==> config.mk <==
export PLATFORM = sky130hd
export DESIGN_NAME = bus_arbiter_rr4_flat
export DESIGN_NICKNAME = d
export VERILOG_FILES = /design/src/rtl/bus_arbiter_rr4_if.sv /design/src/rtl/bus_arbiter_rr4.sv /design/src/flat_wrapper.sv
export SDC_FILE = /design/constraint.sdc
export NUM_CORES = 1
export LEC_CHECK = 0
export BUFFER_PORTS_ARGS = -buffer_cell sky130_fd_sc_hd__buf_2
export CAP_MARGIN = 20
export CORE_MARGIN = 2
export CORE_UTILIZATION = 49
export CTS_BUF_LIST = sky130_fd_sc_hd__clkbuf_16
export DETAILED_ROUTE_END_ITERATION = 10
export GPL_TIMING_DRIVEN = 0
export PLACE_DENSITY_LB_ADDON = 0.1
export REMOVE_ABC_BUFFERS = 1
export SLEW_MARGIN = 20
export SYNTH_ARGS = -nofsm -noshare
export SYNTH_HDL_FRONTEND = slang
export SYNTH_SLANG_ARGS = --single-unit
==> constraint.sdc <==
create_clock -name clk -period 1.95 [get_ports clk]
set_input_delay 0.0975 -clock clk [delete_from_list [all_inputs] [get_ports clk]]
set_output_delay 0.0975 -clock clk [all_outputs]
set_load 0.01 [all_outputs]
==> src/rtl/bus_arbiter_rr4_if.sv <==
// Bus-side signals shared by the four masters and the round-robin arbiter.
// The master modport drives requests; the slave modport is the arbiter's view.
interface bus_arbiter_rr4_if;
  logic [3:0] req;
  logic       bus_done;
  logic [3:0] gnt;
  logic [1:0] mux_sel;
  logic       bus_busy;
  logic       timeout_err;

  modport master (
    output req,
    output bus_done,
    input  gnt,
    input  mux_sel,
    input  bus_busy,
    input  timeout_err
  );

  modport slave (
    input  req,
    input  bus_done,
    output gnt,
    output mux_sel,
    output bus_busy,
    output timeout_err
  );
endinterface

==> src/rtl/bus_arbiter_rr4.sv <==
// Four-master round-robin arbiter driving the shared bus mux select.
// A grant is held until bus_done, the owner drops its request, or the watchdog fires.
module bus_arbiter_rr4 #(
  parameter int TIMEOUT = 256,
  parameter int CNT_W   = 9
) (
  input  logic             clk,
  input  logic             rst_n,
  bus_arbiter_rr4_if.slave bus
);

  typedef enum logic {IDLE, GRANT} state_t;

  localparam logic             WD_EN    = (TIMEOUT != 0);
  localparam logic [CNT_W-1:0] CNT_MAX  = CNT_W'(TIMEOUT);
  localparam logic [CNT_W-1:0] CNT_LAST = (TIMEOUT != 0) ? CNT_W'(TIMEOUT - 1) : '0;

  state_t           state_q, state_d;
  logic [3:0]       gnt_q, gnt_d;
  logic [1:0]       sel_q, sel_d;
  logic [1:0]       last_q, last_d;
  logic             busy_q, busy_d;
  logic             terr_q, terr_d;
  logic [CNT_W-1:0] cnt_q, cnt_d;
  logic [1:0]       win;
  logic             owner_req;
  logic             wd_fire;

  // First requester after the previous owner; the previous owner is scanned last.
  function automatic logic [1:0] rr_pick(input logic [3:0] r, input logic [1:0] last);
    logic [1:0] idx;
    logic       found;
    rr_pick = last;
    found   = 1'b0;
    for (int k = 1; k <= 4; k++) begin
      idx = last + 2'(k);
      if (!found && r[idx]) begin
        rr_pick = idx;
        found   = 1'b1;
      end
    end
  endfunction

  assign win       = rr_pick(bus.req, last_q);
  assign owner_req = bus.req[sel_q];
  assign wd_fire   = WD_EN && (cnt_q == CNT_LAST);

  always_comb begin
    state_d = state_q;
    gnt_d   = gnt_q;
    sel_d   = sel_q;
    last_d  = last_q;
    busy_d  = busy_q;
    terr_d  = 1'b0;
    cnt_d   = cnt_q;
    case (state_q)
      IDLE: begin
        if (|bus.req) begin
          state_d = GRANT;
          gnt_d   = 4'b0001 << win;
          sel_d   = win;
          busy_d  = 1'b1;
          cnt_d   = '0;
        end
      end
      GRANT: begin
        if (cnt_q != CNT_MAX) cnt_d = cnt_q + 1'b1;
        // bus_done outranks an abandoned request, which outranks the watchdog.
        if (bus.bus_done || !owner_req || wd_fire) begin
          state_d = IDLE;
          gnt_d   = 4'b0000;
          busy_d  = 1'b0;
          last_d  = sel_q;
          terr_d  = !bus.bus_done && owner_req;
        end
      end
      default: begin
        state_d = IDLE;
        gnt_d   = 4'b0000;
        busy_d  = 1'b0;
      end
    endcase
  end

  always_ff @(posedge clk or negedge rst_n) begin
    if (!rst_n) begin
      state_q <= IDLE;
      gnt_q   <= 4'b0000;
      sel_q   <= 2'b00;
      last_q  <= 2'b11;
      busy_q  <= 1'b0;
      terr_q  <= 1'b0;
      cnt_q   <= '0;
    end else begin
      state_q <= state_d;
      gnt_q   <= gnt_d;
      sel_q   <= sel_d;
      last_q  <= last_d;
      busy_q  <= busy_d;
      terr_q  <= terr_d;
      cnt_q   <= cnt_d;
    end
  end

  assign bus.gnt         = gnt_q;
  assign bus.mux_sel     = sel_q;
  assign bus.bus_busy    = busy_q;
  assign bus.timeout_err = terr_q;

  a_gnt_onehot0: assert property (@(posedge clk) disable iff (!rst_n) $onehot0(gnt_q));
  a_busy_match:  assert property (@(posedge clk) disable iff (!rst_n) busy_q == (|gnt_q));

endmodule

==> src/flat_wrapper.sv <==
// flat-port wrapper written by rule: the top's interface ports become plain ports
module bus_arbiter_rr4_flat 
#(
  parameter int TIMEOUT = 256,
  parameter int CNT_W   = 9
)
  (clk, rst_n, bus_req, bus_bus_done, bus_gnt, bus_mux_sel, bus_bus_busy, bus_timeout_err);
  bus_arbiter_rr4_if bus_i ();
  input  logic clk;
  input  logic rst_n;
  input wire logic [$bits(bus_i.req)-1:0] bus_req;
  input wire logic [$bits(bus_i.bus_done)-1:0] bus_bus_done;
  output wire logic [$bits(bus_i.gnt)-1:0] bus_gnt;
  output wire logic [$bits(bus_i.mux_sel)-1:0] bus_mux_sel;
  output wire logic [$bits(bus_i.bus_busy)-1:0] bus_bus_busy;
  output wire logic [$bits(bus_i.timeout_err)-1:0] bus_timeout_err;
  assign bus_i.req = bus_req;
  assign bus_i.bus_done = bus_bus_done;
  assign bus_gnt = bus_i.gnt;
  assign bus_mux_sel = bus_i.mux_sel;
  assign bus_bus_busy = bus_i.bus_busy;
  assign bus_timeout_err = bus_i.timeout_err;
  bus_arbiter_rr4 #(.TIMEOUT(TIMEOUT), .CNT_W(CNT_W)) u_core (.clk(clk), .rst_n(rst_n), .bus(bus_i));
endmodule
======== Yosys cells after proc, flatten, opt, wreduce, memory -nomap -nowiden ========
Cells that the tools add are included.
word-level totals
  bits of input ports ..................... 7
  word-level logic and storage cells ...... 70
  register bits after elaboration ......... 20
cells by class
  reduce and logical (&&, ||, !) cells .... 16
  add/sub/neg operators ................... 4
  shift operators ......................... 1
  multiplexer cells ....................... 31
  bitwise logic cells ..................... 1
  equal/unequal tests ..................... 5
  order comparisons ....................... 5
operator list
  cell                   number
  $mux W9                2
  $pmux W9 S2            1
  $lt A2 B3 Y1 const B   5
  $mux W1                14
  $bmux W1 S2            5
  $add A9 B1 Y9 const B  1
  $eq A9 B8 Y1 const B   1
  $ne A9 B9 Y1 const B   1
  $mux W2                4
  $mux W4                2
  $pmux W4 S2            1
  $reduce_and A2 Y1      4
  $logic_not A1 Y1       5
  $add A2 B2 Y2 const B  2
  $logic_and A1 B1 Y1    4
  $ne A2 B2 Y1 const B   2
  $pmux W1 S2            2
  $reduce_or A4 Y1       1
  $shl A1 B2 Y4 const A  1
  $add A2 B1 Y2 const B  1
  $logic_or A1 B1 Y1     2
  $ne A2 B1 Y1 const B   1
  $not A1 Y1             1

======== Depth between registers and ports, before layout ========
Gate-level depths: netlist of run 1.
  word-level depth ........................ 16
  gate-level depth with buffers ........... 8

======== Least setup slack after synthesis of run 1 ========
No wires, ideal clock.
  path type ............................... register -> register
  from .................................... reg u_core.cnt_q[5]
  to ...................................... reg u_core.cnt_q[2]
  setup slack ............................. 0.072 ns
  arrival ................................. 1.795 ns
  clock period less this slack ............ 1.878 ns
  data required time ...................... 1.866 ns
  stages on the path, launching flop included .. 5
  path buffers ............................ 0
  path through ............................ dfrtp_1 or4_4 o41ai_4 mux2_4 o22ai_1
on the way
  cells in the longest elaborated chain, start to end .. 3
RTL lines
  element                             RTL line                source
  start, declared                     bus_arbiter_rr4.sv:24   logic [CNT_W-1:0] cnt_q, cnt_d;
  start signal, assigned              bus_arbiter_rr4.sv:101  cnt_q <= cnt_d;
  $ne A9 B9 Y1                        bus_arbiter_rr4.sv:67   if (cnt_q != CNT_MAX) cnt_d = cnt_q + 1'b1;
  $ne A2 B2 Y1 (no source line)       --
  $reduce_and A2 Y1 (no source line)  --
Every way passes these cells.
A chain may end at the register's enable or synchronous reset.

======== Worst setup path in the final report of run 1 ========
Ends and elaborated chain as after synthesis.

==> Flow_metrics.wiki, run 1 <==
{| class="wikitable"
! Metric !! Value
|-
| Result of the run || complete, no violations
|-
| Overall fraction of global-route tracks in use || 17.4%
|-
| Seq cells post-synth || 20
|-
| Area of the core || 1980 µm²
|-
| Main area contributors after synthesis || sky130_fd_sc_hd__dfrtp_1, sky130_fd_sc_hd__dfstp_2, sky130_fd_sc_hd__nand3_1
|-
| Reg2Reg Setup Slack || about 0.1 ns
|-
| Total Nets Final || 127
|-
| Global-route wire length before repair || 3240 µm
|-
| Number of warnings printed during yosys synthesis || 0
|-
| Overall die area || between 2000 and 2500 µm²
|-
| Startpoint type of the worst setup path || flip-flop
|-
| Peak Freq || about 540 MHz
|-
| Maximum fanout encountered on the critical timing path || 4
|-
| Classification of the worst setup path || flip-flop to flip-flop
|-
| Startpoint of the worst register-to-register path || u_core.cnt_q[5]
|-
| Routability cong. || about 0.78
|-
| TritonCTS clock tree || done
|-
| Worst path cell trace || or4_4 -> o41ai_4 -> mux2_4 -> o22ai_1
|-
| Final instance count without filler cells || about 140
|-
| Post-Synthesis Mean Instance Area || 10.6 µm²
|-
| Data arrival time of the worst path || 2.02 ns
|-
| Die boundary height || between 40 and 50 µm
|-
| Post-route clock period utilization || 94.9%
|-
| Fin crit period || 1.85 ns
|-
| DRC violation count after routing || 0
|-
| Overall Power || 0.00183 W
|-
| GR Overflow Total || 0
|-
| Worst-margin pin slew || roughly 0.57 ns
|-
| Startpoint of the most critical setup path || u_core.cnt_q[5]
|-
| Row Count || 16
|-
| Number of distinct standard cells referenced by the synthesized netlist || 38
|-
| Final slew viol count || 0
|-
| Share of flip-flops with an asynchronous set or reset after synthesis || 100%
|-
| Total wire length || 1980 µm
|-
| Number of levels in the clock H-tree || 1
|-
| Max Cap Violations || 0
|-
| Cell area after synthesis || 1030 µm²
|-
| Sequential-to-total area share from yosys stat || 48.6%
|-
| Final hold vios || 0
|-
| Share of final-layout standard cells stronger than drive strength 1 || between 20 and 30%
|-
| Layout area overhead || 20.7%
|-
| Die width || roughly 50 µm
|-
| Routed via count || between 700 and 800
|-
| Num CTS Buffers || 3
|-
| Num ports || 15
|-
| R2R Path End || u_core.cnt_q[2]
|-
| 1st-iter DRT viols || 13
|-
| Placed cells || roughly 140
|-
| Largest stage delay, worst path || around 0.56 ns
|-
| Setup-failing EPs final || 0
|-
| Setup Skew || 0.00161 ns
|-
| Leading cell type by number of instances after synthesis || sky130_fd_sc_hd__dfrtp_1
|-
| Insertion delay to the later sink of the worst-skew pair || 0.25 ns
|-
| Dominant register cell in the synthesized netlist || sky130_fd_sc_hd__dfrtp_1
|-
| Number of clock sinks seen by CTS || 20
|-
| Post-synth top cells || sky130_fd_sc_hd__dfrtp_1, sky130_fd_sc_hd__nand3_1, sky130_fd_sc_hd__inv_1, sky130_fd_sc_hd__nand2_1, sky130_fd_sc_hd__nor2_1
|-
| Leak pwr || 0.563 nW
|-
| Setup crit end kind || flip-flop
|-
| RSZ-0062 raised after global routing || true
|-
| Fill cell count || roughly 160
|-
| Path category of the worst min-delay check || input pin to flip-flop
|-
| Proportion of netlist area held by the largest area contributor || a little over two fifths
|-
| Worst path slowest cell || sky130_fd_sc_hd__or4_4
|-
| Clock edge transition at the registers on the reported setup and hold paths || 0.05 ns
|-
| Worst slew slack as a fraction of its limit || 62.0%
|-
| Worst-case vdd ir drop || 0.00105 V
|-
| Vias per cell || 5.41
|-
| Number of inserted diodes || 0
|-
| Detailed Place HPWL || ~1400 µm
|-
| Cell accounting for the most synthesized area || sky130_fd_sc_hd__dfrtp_1
|-
| Number of flops mapped to enable cells by yosys || 0
|-
| Critical path data required time || about 2.1 ns
|-
| First-pass iteration count of the detailed router || 3
|-
| Cell count of the worst reg-to-reg path || 4
|-
| Worst setup path endpoint || u_core.cnt_q[2]
|-
| Number of buffers inserted by port buffering || 14
|-
| Initial cell density of the core || 52.2%
|-
| Maximum number of pins on one net before global-route repair || 21
|-
| Pwr per Cell Area || 1470 nW/µm²
|-
| Root buf cell || sky130_fd_sc_hd__clkbuf_16
|-
| Max Buffers Root-to-Sink || 2
|-
| Initial antenna violation count || 0
|-
| Number of global-route vias before repair || 680
|-
| Number of cells produced by synthesis || 98
|-
| Avg WL per Cell || 13.8 µm
|-
| Remaining antenna violation count || 0
|}
[layout make-up]
cell class,instances,area (µm²),area share (%)
Clock buffer,3,75.1,6.01
Clock inverter,1,3.75,0.301
Inverter,6,22.5,1.80
Multi-Input combinational cell,69,513,41.1
Sequential cell,20,505,40.5
Tap cell,27,33.8,2.71
Timing Repair Buffer,17,95.1,7.62
[how the worst min path moves through the flow]
| stage | startpoint | to | slack [ns] | cells after the start |
|---|---|---|---|---|
| global route | bus_bus_done | u_core.state_q | 0.19 | 4 |
| detailed placement | rst_n | u_core.bus.bus_busy | 0.07 | 1 |
| CTS | bus_bus_done | u_core.state_q | 0.13 | 4 |
| floorplan | rst_n | u_core.bus.bus_busy | -0.20 | 0 |
| global placement | rst_n | u_core.bus.bus_busy | 0.06 | 1 |
| finish | bus_bus_done | u_core.state_q | 0.14 | 4 |
[repair_timing]
| action | in CTS | in global routing |
|---|---|---|
| hold buffers | 1 | 0 |
| gates cloned | 0 | 0 |
| pin swaps | 1 | 1 |
| resized for setup | 0 | 5 |
| endpoints found under the setup margin | 1 | 4 |
| buffers inserted | 2 | 0 |
| hold endpoints to repair | 18 | 0 |
[kinds of logic (layout without fill, tap and decap cells)]
| logic type | Yosys count | in the layout | share of synthesized area, % |
|---|---|---|---|
| simple gates | 34 | 34 | 17.3 |
| mux | 5 | 5 | 6.77 |
| flops | 20 | 20 | 48.6 |
| buf+inv | 9 | 27 | 3.26 |
| xor+xnor | 3 | 3 | 2.54 |
| compound gates | 24 | 24 | 17.9 |
| fa+ha+maj | 3 | 3 | 3.63 |
[registers in the layout, summed over array words and instances, names as in the netlist]
register and flops:
u_core.bus.bus_busy 1, u_core.bus.gnt 4, u_core.bus.mux_sel 2, u_core.bus.timeout_err 1, u_core.cnt_q 9, u_core.last_q 2
u_core.state_q 1
[per-stage QoR]
stage	instance area, µm²	setup slack (ns)	hold WS [ns]	utilization (%)	TNS, ns
CTS	1230	0.0206	0.133	62.1	0
global placement	1130	-0.0406	0.0603	56.9	-0.0406
global route	1250	-0.0271	0.193	63.0	-0.0271
floorplan	1020	0.0722	-0.198	-	0
detailed placement	1130	-0.0683	0.0690	56.9	-0.0683
finish	1250	0.100	0.136	63.0	0
[power by group]
| group | total [W] | internal, W | switching, W |
|---|---|---|---|
| logic | 0.000688 | 0.000347 | 0.000341 |
| registers | 0.000727 | 0.000565 | 0.000162 |
| clock network | 0.000416 | 0.000273 | 0.000144 |
[cell usage in the layout, fill, tap and decap left out, types with 2 or more instances in the layout]
cell type and instances:
sky130_fd_sc_hd__nand3_1 8, sky130_fd_sc_hd__a21oi_1 4, sky130_fd_sc_hd__inv_1 6, sky130_fd_sc_hd__o21a_1 2, sky130_fd_sc_hd__nand4_1 2, sky130_fd_sc_hd__buf_4 2, sky130_fd_sc_hd__nand2_1 6, sky130_fd_sc_hd__mux2_2 2
sky130_fd_sc_hd__xor2_1 3, sky130_fd_sc_hd__o31ai_1 2, sky130_fd_sc_hd__and3_1 2, sky130_fd_sc_hd__o21ai_0 5, sky130_fd_sc_hd__dfstp_2 2, sky130_fd_sc_hd__nor2_1 6, sky130_fd_sc_hd__and2_1 2, sky130_fd_sc_hd__buf_2 14
sky130_fd_sc_hd__dfrtp_2 2, sky130_fd_sc_hd__dfrtp_1 16, sky130_fd_sc_hd__a22o_1 2, sky130_fd_sc_hd__clkbuf_16 3
[critical path: cells and delay by family (launching register included)]
kind / cells / cell delay (ns)
muxes: 1 / 0.33
DFF: 1 / 0.43
and+or+nand+nor: 1 / 0.56
AOI/OAI and AO/OA: 2 / 0.45
[routing by layer]
layer	GRT usage [%]	vias to the layer above	routed length (µm)
met1	25.4	367	1020
met4	2.31	0	0
met2	24.9	11	865
li1	-	395	-
met3	6.97	0	88
met5	0	-	0
No activity file was read; power rests on OpenSTA's default activity.
==> inputs of run 2 (changes only) <==
--- a/config.mk
+++ b/config.mk
@@ -13,6 +13,7 @@
 export DETAILED_ROUTE_END_ITERATION = 10
 export GPL_TIMING_DRIVEN = 0
 export PLACE_DENSITY_LB_ADDON = 0.1
+export RECOVER_POWER = 50
 export REMOVE_ABC_BUFFERS = 1
 export SLEW_MARGIN = 20
 export SYNTH_ARGS = -nofsm -noshare
==> Flow_metrics.wiki, run 2 (same netlist as run 1, synthesis figures left out) <==
{| class="wikitable"
! Metric !! Value
|-
| Remaining antenna violation count || 0
|-
| Reported net switching power || 0.000647 W
|-
| RSZ-0062 raised after global routing || true
|-
| Worst-case vdd ir drop || 0.00105 V
|-
| Routability cong. || 0.782
|-
| Number of clock sinks seen by CTS || 20
|-
| Flip-flop count of the largest register after layout || 9
|-
| Avg WL per Cell || 13.8 µm
|-
| Final worst setup slack || 0.100 ns
|-
| Peak Freq || 541 MHz
|-
| Initial antenna violation count || 0
|-
| Path category of the worst min-delay check || input pin to flip-flop
|-
| Post-route core utilization || 62.8%
|-
| Pwr per Cell Area || 1470 nW/µm²
|-
| Number of global-route vias before repair || 680
|-
| Startpoint of the worst register-to-register path || u_core.cnt_q[5]
|-
| Internal Power || 0.00118 W
|-
| Detailed Place HPWL || around 1400 µm
|-
| Layout area overhead || 20.2%
|-
| Most used cells in the layout excluding fill and tap cells || sky130_fd_sc_hd__dfrtp_1, sky130_fd_sc_hd__buf_2, sky130_fd_sc_hd__nand3_1
|-
| Final slew viol count || 0
|-
| Maximum number of pins on one net before global-route repair || 21
|-
| Number of inserted diodes || 0
|-
| Max Cap Violations || 0
|-
| First-pass iteration count of the detailed router || 3
|-
| Endpoint with the worst hold slack || u_core.state_q
|-
| Classification of the worst setup path || flip-flop to flip-flop
|-
| Worst-margin pin slew || roughly 1.1 ns
|-
| Share of final-layout standard cells stronger than drive strength 1 || 25.9%
|-
| Row Count || 16
|-
| Post-route clock period utilization || 94.9%
|-
| Overall fraction of global-route tracks in use || between 15 and 20%
|-
| Max Buffers Root-to-Sink || 2
|-
| TritonCTS clock tree || done
|-
| Overall Power || about 0.0018 W
|-
| Worst path slowest cell || sky130_fd_sc_hd__or4_4
|-
| 1st-iter DRT viols || 13
|-
| Total wire length || a little under 2000 µm
|-
| GR Overflow Total || 0
|-
| Largest stage delay, worst path || around 0.56 ns
|-
| Routed via count || between 700 and 800
|-
| Num CTS Buffers || 3
|-
| Global-route wire length before repair || 3240 µm
|-
| Worst slew slack as a fraction of its limit || roughly 30%
|-
| Number of levels in the clock H-tree || 1
|-
| Reg2Reg Setup Slack || 0.10 ns
|-
| Most utilized layer in the global route result || met1
|-
| Clock edge transition at the registers on the reported setup and hold paths || about 0.050 ns
|-
| Root buf cell || sky130_fd_sc_hd__clkbuf_16
|-
| Total Nets Final || 127
|-
| Startpoint type of the worst setup path || flip-flop
|-
| Setup-failing EPs final || 0
|-
| Final setup TNS || 0 ns
|-
| Clk network pwr share || 22.8%
|-
| DRC violation count after routing || 0
|-
| Setup Skew || 0.00161 ns
|-
| Initial cell density of the core || roughly 52%
|-
| Placed cells || 136
|-
| R2R Path End || u_core.cnt_q[2]
|-
| Number of buffers inserted by port buffering || 14
|-
| Final hold vios || 0
|-
| Data arrival time of the worst path || 2.02 ns
|-
| Insertion delay to the later sink of the worst-skew pair || 0.25 ns
|-
| Die width || about 50 µm
|-
| Most common cell after layout, fill and taps aside || sky130_fd_sc_hd__dfrtp_1
|-
| Fin crit period || 1.85 ns
|-
| Fill cell count || 164
|-
| Cell count of the worst reg-to-reg path || 4
|-
| Worst path cell trace || or4_4 -> o41ai_4 -> mux2_4 -> o22ai_1
|-
| Vias per cell || 5.40
|-
| Power share of the combinational group || 37.4%
|-
| Die boundary height || 50.0 µm
|-
| Maximum fanout encountered on the critical timing path || 4
|-
| Leak pwr || 0.548 nW
|-
| Area of the core || 1980 µm²
|-
| Setup crit end kind || flip-flop
|-
| Critical path data required time || between 2 and 2.5 ns
|-
| Num ports || 15
|-
| Met2 Track Usage GR || about a quarter
|-
| Cell depth of the worst min-delay path || 4
|-
| Reg power frac || 39.8%
|-
| Met3 global-route usage || 6.97%
|-
| Most flops, register || u_core.cnt_q
|-
| Hold_sp || bus_bus_done
|-
| Overall die area || 2500 µm²
|-
| Final instance count without filler cells || 143
|-
| Result of the run || complete, no violations
|-
| DP Worst Slack || -0.0683 ns
|-
| GR Util met1 || between 20% and 30%
|-
| Sw Ratio || 35.4%
|}
==> run 2: cell count changes in the layout (fill, tap and decap cells not counted), sizes merged <==
| cell | change |
|---|---|
| buf | -4 |
| clkbuf | +4 |
==> run 2: what timing repair did <==
item | CTS | global route
hold endpoints to repair | 18 | 0
pin swaps | 1 | 1
hold buffers | 1 | 0
buffers inserted | 2 | 0
gates resized for setup | 0 | 5
setup endpoints to repair | 1 | 4
==> run 2: area by class of cell <==
class	instances	area, µm²	area share (%)
Sequential cell	20	505	40.6
Inverter	6	22.5	1.81
Tap cell	27	33.8	2.72
Clock inverter	1	3.75	0.302
Timing Repair Buffer	17	90.1	7.24
Clock buffer	3	75.1	6.04
Multi-Input combinational cell	69	513	41.2
==> run 2: critical path, delay by kind of cell (launching register included) <==
kind             cells  cell delay [ns]
AO/OA/AOI/OAI        2             0.45
flip-flops           1             0.43
multiplexers         1             0.33
AND/OR/NAND/NOR      1             0.56
==> run 2: layer usage <==
layer / share of wire [%] / wire (µm)
met5: 0 / 0
met4: 0 / 0
met3: 4.6 / 90
met2: 44 / 862
met1: 52 / 1020
==> run 2: power groups by stage <==
stage | Sequential, W | Clock [W] | Combinational [W]
4_1_cts | 0.000714 | 0.000429 | 0.000680
6_report | 0.000727 | 0.000416 | 0.000683
5_1_grt | 0.000747 | 0.000447 | 0.000764
2_1_floorplan | 0.000719 | 0 | 0.000445
3_5_place_dp | 0.000718 | 0 | 0.000646
3_3_place_gp | 0.000713 | 0 | 0.000635
==> run 2: worst max-delay path by stage <==
stage,from,to,cells after the start
detailed placement,u_core.cnt_q[5],u_core.cnt_q[2],4
finish,u_core.cnt_q[5],u_core.cnt_q[2],4
CTS,u_core.cnt_q[0],u_core.bus.gnt[2],8
global placement,u_core.cnt_q[5],u_core.cnt_q[2],4
floorplan,u_core.cnt_q[5],u_core.cnt_q[2],4
global route,u_core.cnt_q[1],u_core.bus.gnt[2],8
==> run 2: through the flow <==
step	hold WS, ns	cell area, µm²
after floorplan	-0.198	1020
after global placement	0.0603	1130
after detailed placement	0.0690	1130
after CTS	0.133	1230
after global routing	0.193	1240
final	0.136	1240
==> inputs of run 3 (changes only) <==
==> constraint.sdc (replaced) <==
create_clock -name clk -period 1.95 [get_ports clk]
set_input_delay 0.0975 -clock clk [delete_from_list [all_inputs] [get_ports clk]]
set_output_delay 0.0975 -clock clk [all_outputs]
set_load 0.005 [all_outputs]
==> Flow_metrics.wiki, run 3 (same netlist as run 1, synthesis figures left out) <==
{| class="wikitable"
! Metric !! Value
|-
| Overall fraction of global-route tracks in use || 17.4%
|-
| Fin crit period || approximately 1.8 ns
|-
| Largest stage delay, worst path || 0.56 ns
|-
| Layout area overhead || 20.6%
|-
| Initial antenna violation count || 0
|-
| Insertion delay to the later sink of the worst-skew pair || approximately 0.25 ns
|-
| Most flops, register || u_core.cnt_q
|-
| Internal Power || 0.00118 W
|-
| Most common cell after layout, fill and taps aside || sky130_fd_sc_hd__dfrtp_1
|-
| Reg2Reg Setup Slack || 0.10 ns
|-
| Routed via count || around 770
|-
| Num CTS Buffers || 3
|-
| Placed cells || between 100 and 150
|-
| Setup Skew || 0.00161 ns
|-
| Num ports || 15
|-
| Reg power frac || 40.2%
|-
| Leak pwr || 0.560 nW
|-
| Worst path cell trace || or4_4 -> o41ai_4 -> mux2_4 -> o22ai_1
|-
| Footprint of the flip-flops and latches || roughly 510 µm²
|-
| Area of the core || 1980 µm²
|-
| Final setup TNS || 0 ns
|-
| Final worst setup slack || around 0.10 ns
|-
| Maximum number of pins on one net before global-route repair || 21
|-
| Avg WL per Cell || ~14 µm
|-
| Pwr per Cell Area || 1450 nW/µm²
|-
| Final hold vios || 0
|-
| Startpoint type of the worst setup path || flip-flop
|-
| Final slew viol count || 0
|-
| Routability cong. || 0.782
|-
| Worst-margin pin slew || 1.05 ns
|-
| Worst slew slack as a fraction of its limit || 29.7%
|-
| Detailed Place HPWL || about 1400 µm
|-
| Peak Freq || ~540 MHz
|-
| Worst-case vdd ir drop || 0.00105 V
|-
| Number of clock sinks seen by CTS || 20
|-
| Number of inserted diodes || 0
|-
| Total Nets Final || 127
|-
| Number of buffers inserted by port buffering || 14
|-
| Final instance count without filler cells || around 140
|-
| DP Worst Slack || -0.0683 ns
|-
| Total wire length || between 1500 and 2000 µm
|-
| Die boundary height || 50.0 µm
|-
| Share of final-layout standard cells stronger than drive strength 1 || 28.4%
|-
| Maximum fanout encountered on the critical timing path || 4
|-
| Row Count || 16
|-
| Overall Power || 0.00181 W
|-
| 1st-iter DRT viols || 12
|-
| Remaining antenna violation count || 0
|-
| Critical path data required time || ~2.1 ns
|-
| Overall die area || 2500 µm²
|-
| Clk network pwr share || 23.1%
|-
| Worst path top cell family by delay || simple AND/OR/NAND/NOR gates
|-
| Die width || 50.0 µm
|-
| Path category of the worst min-delay check || input pin to flip-flop
|-
| Sw Ratio || 34.4%
|-
| Power share of the combinational group || 36.7%
|-
| Number of global-route vias before repair || 680
|-
| Reported net switching power || 0.000622 W
|-
| DRC violation count after routing || 0
|-
| Worst path slowest cell || sky130_fd_sc_hd__or4_4
|-
| Post-route clock period utilization || 94.9%
|-
| Max Buffers Root-to-Sink || 2
|-
| TritonCTS clock tree || done
|-
| CP bufs+invs || 0
|-
| Root buf cell || sky130_fd_sc_hd__clkbuf_16
|-
| Max Cap Violations || 0
|-
| Multi-input gate area in the final layout || 513 µm²
|-
| Initial cell density of the core || 52.2%
|-
| RSZ-0062 raised after global routing || true
|-
| Data arrival time of the worst path || 2.02 ns
|-
| Global-route wire length before repair || approximately 3200 µm
|-
| Vias per cell || 5.40
|-
| Most used cells in the layout excluding fill and tap cells || sky130_fd_sc_hd__dfrtp_1, sky130_fd_sc_hd__buf_2, sky130_fd_sc_hd__nand3_1
|-
| Fill cell count || 161
|-
| Number of levels in the clock H-tree || 1
|-
| Classification of the worst setup path || flip-flop to flip-flop
|-
| Flip-flop count of the largest register after layout || 9
|-
| Setup crit end kind || flip-flop
|-
| Clock edge transition at the registers on the reported setup and hold paths || 0.05 ns
|-
| Setup-failing EPs final || 0
|-
| GR Overflow Total || 0
|-
| Result of the run || complete, no violations
|-
| First-pass iteration count of the detailed router || 3
|}
## run 3: changes by cell type in the layout (fill, tap and decap cells not counted)
cell / delta
sky130_fd_sc_hd__buf_2: +3
sky130_fd_sc_hd__clkbuf_1: -3
## run 3: final timing paths
kind,start,depth (start not counted),endpoint
max in group asynchronous,rst_n,2,u_core.cnt_q[0]
worst max-delay path,u_core.cnt_q[5],4,u_core.cnt_q[2]
min in group asynchronous,rst_n,2,u_core.bus.bus_busy
worst min register to register,u_core.bus.bus_busy,1,u_core.bus.bus_busy
worst min-delay path,bus_bus_done,4,u_core.state_q
worst max register to register,u_core.cnt_q[5],4,u_core.cnt_q[2]
## run 3: metrics by stage
step           cell area (µm²)  util (%)  hold slack, ns
2_1_floorplan             1020         -          -0.198
3_3_place_gp              1130      56.9          0.0603
3_5_place_dp              1130      56.9          0.0690
4_1_cts                   1230      62.1           0.133
5_1_grt                   1250      62.9           0.193
6_report                  1250      62.9           0.136
## run 3: cell type report
type	count	area share, %
inverter	6	1.81
multi-input combinational	69	41.1
clock inverter	1	0.301
tap	27	2.71
timing repair buffer	17	7.52
sequential	20	40.5
clock buffer	3	6.02
## run 3: per-layer routing
metal  share of wire, %  track usage, %  up-vias  wire [µm]
li1                   -               -      395          -
met1                 52            25.4      366       1020
met2                 44            24.9       11        862
met3                4.5            6.97        0         88
met4                  0            2.31        0          0
met5                  0               0        -          0
## run 3: power by group through the flow
stage	Combinational, W	Clock [W]	Sequential [W]
after detailed placement	0.000620	0	0.000718
final	0.000663	0.000416	0.000727
after global routing	0.000744	0.000447	0.000747
after floorplan	0.000445	0	0.000694
after global placement	0.000609	0	0.000713
after CTS	0.000654	0.000429	0.000714
## run 3: what timing repair did
item,in CTS,in global routing
hold buffers,1,0
pin swaps,1,1
hold endpoints to repair,18,0
cloned,0,0
setup buffers,2,0
gates resized for setup,0,5
setup endpoints to repair,1,4
## run 3: worst register-to-register path: cells and delay by family, from the launching register on
family,cells,cell delay [ns]
and+or+nand+nor,1,0.56
DFF,1,0.43
muxes,1,0.33
AOI/OAI and AO/OA,2,0.45
